==> config.mk <==
export PLATFORM = sky130hd
export DESIGN_NAME = id_ex_stage_reg
export DESIGN_NICKNAME = d
export VERILOG_FILES = /design/src/rtl/id_ex_stage_reg_pkg.sv /design/src/rtl/id_ex_stage_reg_pipe_reg.sv /design/src/rtl/id_ex_stage_reg.sv
export SDC_FILE = /design/constraint.sdc
export NUM_CORES = 1
export LEC_CHECK = 0
export BUFFER_PORTS_ARGS = -buffer_cell sky130_fd_sc_hd__buf_2
export CORE_AREA = 2 2 120 122
export CTS_BUF_LIST = sky130_fd_sc_hd__clkbuf_2
export CTS_CLUSTER_SIZE = 28
export DETAILED_ROUTE_END_ITERATION = 8
export DIE_AREA = 0 0 122 124
export GPL_TIMING_DRIVEN = 0
export PLACE_DENSITY_LB_ADDON = 0.2
export SYNTH_ARGS = -nofsm -noshare
export SYNTH_HDL_FRONTEND = slang
export SYNTH_HIERARCHICAL = 1
export SYNTH_SLANG_ARGS = --single-unit
export TNS_END_PERCENT = 100
==> constraint.sdc <==
create_clock -name clk_i -period 1.83 [get_ports clk_i]
set_input_delay 0.2745 -clock clk_i [delete_from_list [all_inputs] [get_ports clk_i]]
set_output_delay 0.2745 -clock clk_i [all_outputs]
set_load 0.03 [all_outputs]
==> src/rtl/id_ex_stage_reg_pkg.sv <==
// Shared pipeline definitions: ALU operation classes, ID/EX control bundle
// and the bubble/reset value of that bundle.
package id_ex_stage_reg_pkg;

  localparam int unsigned FUNCT_W    = 10;
  localparam int unsigned REG_ADDR_W = 5;
  localparam int unsigned ALUOP_W    = 2;

  typedef enum logic [ALUOP_W-1:0] {
    ALUOP_LOAD_STORE = 2'b00,
    ALUOP_BRANCH     = 2'b01,
    ALUOP_RTYPE      = 2'b10,
    ALUOP_ITYPE      = 2'b11
  } aluop_e;

  typedef struct packed {
    logic   valid;
    logic   reg_write;
    logic   memto_reg;
    logic   mem_read;
    logic   mem_write;
    logic   alu_src;
    aluop_e alu_op;
  } ctrl_t;

  localparam int unsigned CTRL_W = $bits(ctrl_t);

  // A bubble must look exactly like a freshly reset stage to forwarding logic.
  localparam ctrl_t CTRL_BUBBLE = '{
    valid:     1'b0,
    reg_write: 1'b0,
    memto_reg: 1'b0,
    mem_read:  1'b0,
    mem_write: 1'b0,
    alu_src:   1'b0,
    alu_op:    ALUOP_LOAD_STORE
  };

endpackage

==> src/rtl/id_ex_stage_reg_pipe_reg.sv <==
// Generic pipeline register: synchronous active-low reset, load enable,
// and a clear that loads CLR_VAL when enabled.
module pipe_reg #(
  parameter int unsigned     W       = 8,
  parameter logic [W-1:0]    CLR_VAL = '0
) (
  input  logic         i_clk,
  input  logic         i_rst_n,
  input  logic         i_en,
  input  logic         i_clr,
  input  logic [W-1:0] i_d,
  output logic [W-1:0] o_q
);

  logic [W-1:0] r_q;

  // Reset overrides enable; clear only takes effect when the stage advances.
  always_ff @(posedge i_clk) begin
    if (!i_rst_n) begin
      r_q <= CLR_VAL;
    end else if (i_en) begin
      r_q <= i_clr ? CLR_VAL : i_d;
    end
  end

  assign o_q = r_q;

endmodule

==> src/rtl/id_ex_stage_reg.sv <==
// ID/EX pipeline stage register with stall hold, flush-to-bubble,
// x0 write suppression and a saturating bubble counter.
module id_ex_stage_reg
  import id_ex_stage_reg_pkg::*;
#(
  parameter int unsigned DATA_W = 32,
  parameter int unsigned CNT_W  = 16
) (
  input  logic                  clk_i,
  input  logic                  rst_i,
  input  logic                  Stall_i,
  input  logic                  Flush_i,
  input  logic                  Valid_i,
  input  logic                  RegWrite_i,
  input  logic                  MemtoReg_i,
  input  logic                  MemRead_i,
  input  logic                  MemWrite_i,
  input  logic                  ALUSrc_i,
  input  logic [ALUOP_W-1:0]    ALUOp_i,
  input  logic [DATA_W-1:0]     RS1Data_i,
  input  logic [DATA_W-1:0]     RS2Data_i,
  input  logic [DATA_W-1:0]     Imm_i,
  input  logic [FUNCT_W-1:0]    Funct_i,
  input  logic [REG_ADDR_W-1:0] RS1Addr_i,
  input  logic [REG_ADDR_W-1:0] RS2Addr_i,
  input  logic [REG_ADDR_W-1:0] RDAddr_i,
  output logic                  Valid_o,
  output logic                  RegWrite_o,
  output logic                  MemtoReg_o,
  output logic                  MemRead_o,
  output logic                  MemWrite_o,
  output logic                  ALUSrc_o,
  output logic [ALUOP_W-1:0]    ALUOp_o,
  output logic [DATA_W-1:0]     RS1Data_o,
  output logic [DATA_W-1:0]     RS2Data_o,
  output logic [DATA_W-1:0]     Imm_o,
  output logic [FUNCT_W-1:0]    Funct_o,
  output logic [REG_ADDR_W-1:0] RS1Addr_o,
  output logic [REG_ADDR_W-1:0] RS2Addr_o,
  output logic [REG_ADDR_W-1:0] RDAddr_o,
  output logic [CNT_W-1:0]      BubbleCnt_o
);

  localparam int unsigned    DBUS_W  = 3 * DATA_W + FUNCT_W + 3 * REG_ADDR_W;
  localparam logic [CNT_W-1:0] CNT_MAX = '1;

  ctrl_t             w_ctrl_d;
  ctrl_t             w_ctrl_q;
  logic [DBUS_W-1:0] w_data_d;
  logic [DBUS_W-1:0] w_data_q;
  logic              w_en;
  logic              w_bubble;
  logic [CNT_W-1:0]  r_bubble_cnt;

  assign w_en     = ~Stall_i;
  assign w_bubble = ~Stall_i & Flush_i;

  // Invalid instructions carry no side effects; x0 is never a write target.
  always_comb begin
    w_ctrl_d = CTRL_BUBBLE;
    if (Valid_i) begin
      w_ctrl_d.valid     = 1'b1;
      w_ctrl_d.reg_write = RegWrite_i & (RDAddr_i != REG_ADDR_W'(0));
      w_ctrl_d.memto_reg = MemtoReg_i;
      w_ctrl_d.mem_read  = MemRead_i;
      w_ctrl_d.mem_write = MemWrite_i;
      w_ctrl_d.alu_src   = ALUSrc_i;
      w_ctrl_d.alu_op    = aluop_e'(ALUOp_i);
    end
  end

  assign w_data_d = {RS1Data_i, RS2Data_i, Imm_i, Funct_i, RS1Addr_i, RS2Addr_i, RDAddr_i};

  pipe_reg #(
    .W       (CTRL_W),
    .CLR_VAL (CTRL_BUBBLE)
  ) u_ctrl_reg (
    .i_clk   (clk_i),
    .i_rst_n (rst_i),
    .i_en    (w_en),
    .i_clr   (Flush_i),
    .i_d     (w_ctrl_d),
    .o_q     (w_ctrl_q)
  );

  pipe_reg #(
    .W       (DBUS_W),
    .CLR_VAL ('0)
  ) u_data_reg (
    .i_clk   (clk_i),
    .i_rst_n (rst_i),
    .i_en    (w_en),
    .i_clr   (Flush_i),
    .i_d     (w_data_d),
    .o_q     (w_data_q)
  );

  assign Valid_o    = w_ctrl_q.valid;
  assign RegWrite_o = w_ctrl_q.reg_write;
  assign MemtoReg_o = w_ctrl_q.memto_reg;
  assign MemRead_o  = w_ctrl_q.mem_read;
  assign MemWrite_o = w_ctrl_q.mem_write;
  assign ALUSrc_o   = w_ctrl_q.alu_src;
  assign ALUOp_o    = ALUOP_W'(w_ctrl_q.alu_op);

  assign {RS1Data_o, RS2Data_o, Imm_o, Funct_o, RS1Addr_o, RS2Addr_o, RDAddr_o} = w_data_q;

  // Counts inserted bubbles; sticks at all-ones rather than wrapping.
  always_ff @(posedge clk_i) begin
    if (!rst_i) begin
      r_bubble_cnt <= '0;
    end else if (w_bubble && (r_bubble_cnt != CNT_MAX)) begin
      r_bubble_cnt <= r_bubble_cnt + CNT_W'(1);
    end
  end

  assign BubbleCnt_o = r_bubble_cnt;

endmodule

==> impl_metrics.ini <==
[layout]
antenna_cells_inserted = 0
fill_cells = 1082
nNetsFinal = 1241
final_cell_mix = buf_2, dfxtp_1, nand2_1, dlygate4sd3_1, nand3b_1
layout_commonest_cell = buf_2
drive_gt1_share_pct = 36.7
fin_area_mm2 = 0.00938
multi_input_area_mm2 = 0.00284
synthToLayoutAreaGrowth_pct = 53.7
seq_area_mm2 = 0.00292

[pwr]
ir_drop_mv = 0.435
power.density_mw_per_mm2 = 705
p_leak_nw = 4.29

[worst_setup_path]
r2r_cells = 5
crit_fanout = 7
crit_path_start_kind = input pin
required_ps = 2500
worstSetupEndpointType = flop
cp_data_arrival_time_ps = 2400
crit_type = in2reg

[routing]
wirelength_um = 20600
routedWlPerCell_um = 15.8
initialDrtViolationCount = 498
route.met2.wl_um = 10000
dr_wl_met3_um = 1630
via_per_inst = 5.12
antenna_left = 0
maxUsedRoutingLayer = met4
vias = 6652
firstDrtPassIters = 5
drc_errors = 0
wl_met1_um = 8330

[timing]
fin_crit_sh_pct = 94.6
setup_slack_ps = 98.8
worst_pin_slew_ps = 481
hold_viol = 0
slew_violations = 0
fin_skew_ps = 13.1
setup_viol = 0
relSlewSlack_pct = 67.9
fmax_ghz = 0.578
rsz0062_at_grt = false
finalSetupTns_ps = 0
period_needed_ps = 1730

[clocking]
postCtsSetupBuffers = 0
clock_path_buffers = 2
clk_pin_slew_ps = 210
cts_tree = yes
numClockSinks = 145
cts_root_buf = clkbuf_2
cts_buffers = 17
htreeDepth = 4
insertion_delay_ps = 700

[synth]
syn-num-nets = 810
synth_seq_area_share_pct = 47.6
synthCells = 676
ys_types = 46
yosysWarningCount = 6
mappedNetlistArea_mm2 = 0.00610
synthFlopType = dfxtp_1
synth_top_area_share_pct = 47.6
ys_ff_latch = 145
synth_top_area_cell = dfxtp_1
synthTopCellsByArea = dfxtp_1, nand3b_1, nand2_1
syn_area_per_cell_um2 = 9.03
synth_edf_count = 0
async_reset_ff_share_pct = 0

[floorplanning]
die_x_um = 122
dieArea_mm2 = 0.0151
start_util_pct = 44.5
core_mm2 = 0.0137
dieHeight_um = 124
rows = 43
ios = 278

[job]
cap_violations = 0

[place]
detailed_place_hpwl_um = 13400
dpl-instance-area_mm2 = 0.00771
globalplace.congestion = 0.795
dpl_worst_slack_ps = -108
portBuffers = 277

[global_routing]
grt_pass1_vias = 6504
globalRouteTotalUtil_pct = 26.7
grt_pass1_wl_um = 31900
grt_max_degree = 17
grt-ovfl-total = 0
antenna_found_initial = 0

[min_path]
hp-class = in2reg
whs_path_depth = 4

[outcome]
status = complete, no violations
[synth_stat cells, types with 4 or more instances]
library cell,count
buf_2,28
nand3b_1,130
buf_6,12
o31ai_1,4
o21ai_1,68
inv_1,5
clkbuf_1,11
a21oi_1,5
or4_1,4
o21ai_2,39
and2_1,6
buf_4,4
o21ai_0,23
nand2_1,135
nand3_1,7
mux2i_1,5
dfxtp_1,145
[cell type report]
cell class | instances | area share (%)
Clock buffer | 17 | 0.907
Multi-Input combinational cell | 468 | 30.2
Clock inverter | 15 | 2.04
Tap cell | 180 | 2.40
Buffer | 57 | 3.91
Timing Repair Buffer | 412 | 29.2
Inverter | 6 | 0.280
Sequential cell | 145 | 31.1
[worst paths after layout]
path                 startpoint                 end  slack [ps]
max                       rst_i   u_ctrl_reg/o_q[7]         100
min                    Imm_i[2]  u_data_reg/o_q[27]         320
max reg2reg      BubbleCnt_o[1]     BubbleCnt_o[11]         120
min reg2reg  u_data_reg/o_q[48]  u_data_reg/o_q[48]         480
[where the power goes]
part / total [W] / internal [W] / switching, W / leakage (nW)
sequential: 0.00333 / 0.00328 / 0.0000583 / 1.19
combinational: 0.00122 / 0.000548 / 0.000674 / 2.94
clock: 0.00206 / 0.000892 / 0.00116 / 0.165
[metrics by stage]
stage / hold slack [ps] / power (W) / util [%] / cells
after floorplan: 407 / 0.00399 / - / 676
after global placement: 456 / 0.00437 / 56.2 / 1133
after detailed placement: 458 / 0.00437 / 56.2 / 1133
after CTS: 223 / 0.00666 / 68.2 / 1300
after global routing: 230 / 0.00693 / 68.4 / 1300
final: 320 / 0.00661 / 68.4 / 1300
[registers in the layout, summed over array words and instances, names as in the netlist]
register	flops
BubbleCnt_o	16
u_ctrl_reg/o_q	8
u_data_reg/o_q	121
[worst max-delay path, stage by stage]
cell and delay (ps):
dlygate4sd3_1 520, buf_2 170, buf_4 170, nand2_1 50, dlygate4sd3_1 550, o21ai_1 110, dlygate4sd3_1 550
[cell families after synthesis]
| logic type | after synthesis | share of synthesized area, % |
|---|---|---|
| AOI/OAI and AO/OA | 152 | 15.7 |
| buffers and inverters | 63 | 6.38 |
| DFF | 145 | 47.6 |
| adders and majority gates | 1 | 0.205 |
| and+or+nand+nor | 310 | 29.3 |
| muxes | 5 | 0.820 |
[routing by layer]
| metal | up-vias | GRT usage [%] |
|---|---|---|
| met1 | 3057 | 31.1 |
| met5 | - | 0 |
| met3 | 60 | 8.84 |
| li1 | 3223 | - |
| met4 | 0 | 11.5 |
| met2 | 312 | 44.9 |
[repair_timing]
action                     4_1_cts  5_1_grt
hold buffers                   135        0
setup endpoints to repair        6       17
hold endpoints to repair       142        0
resized for setup                3       12
Power figures use the tool's default switching activity.
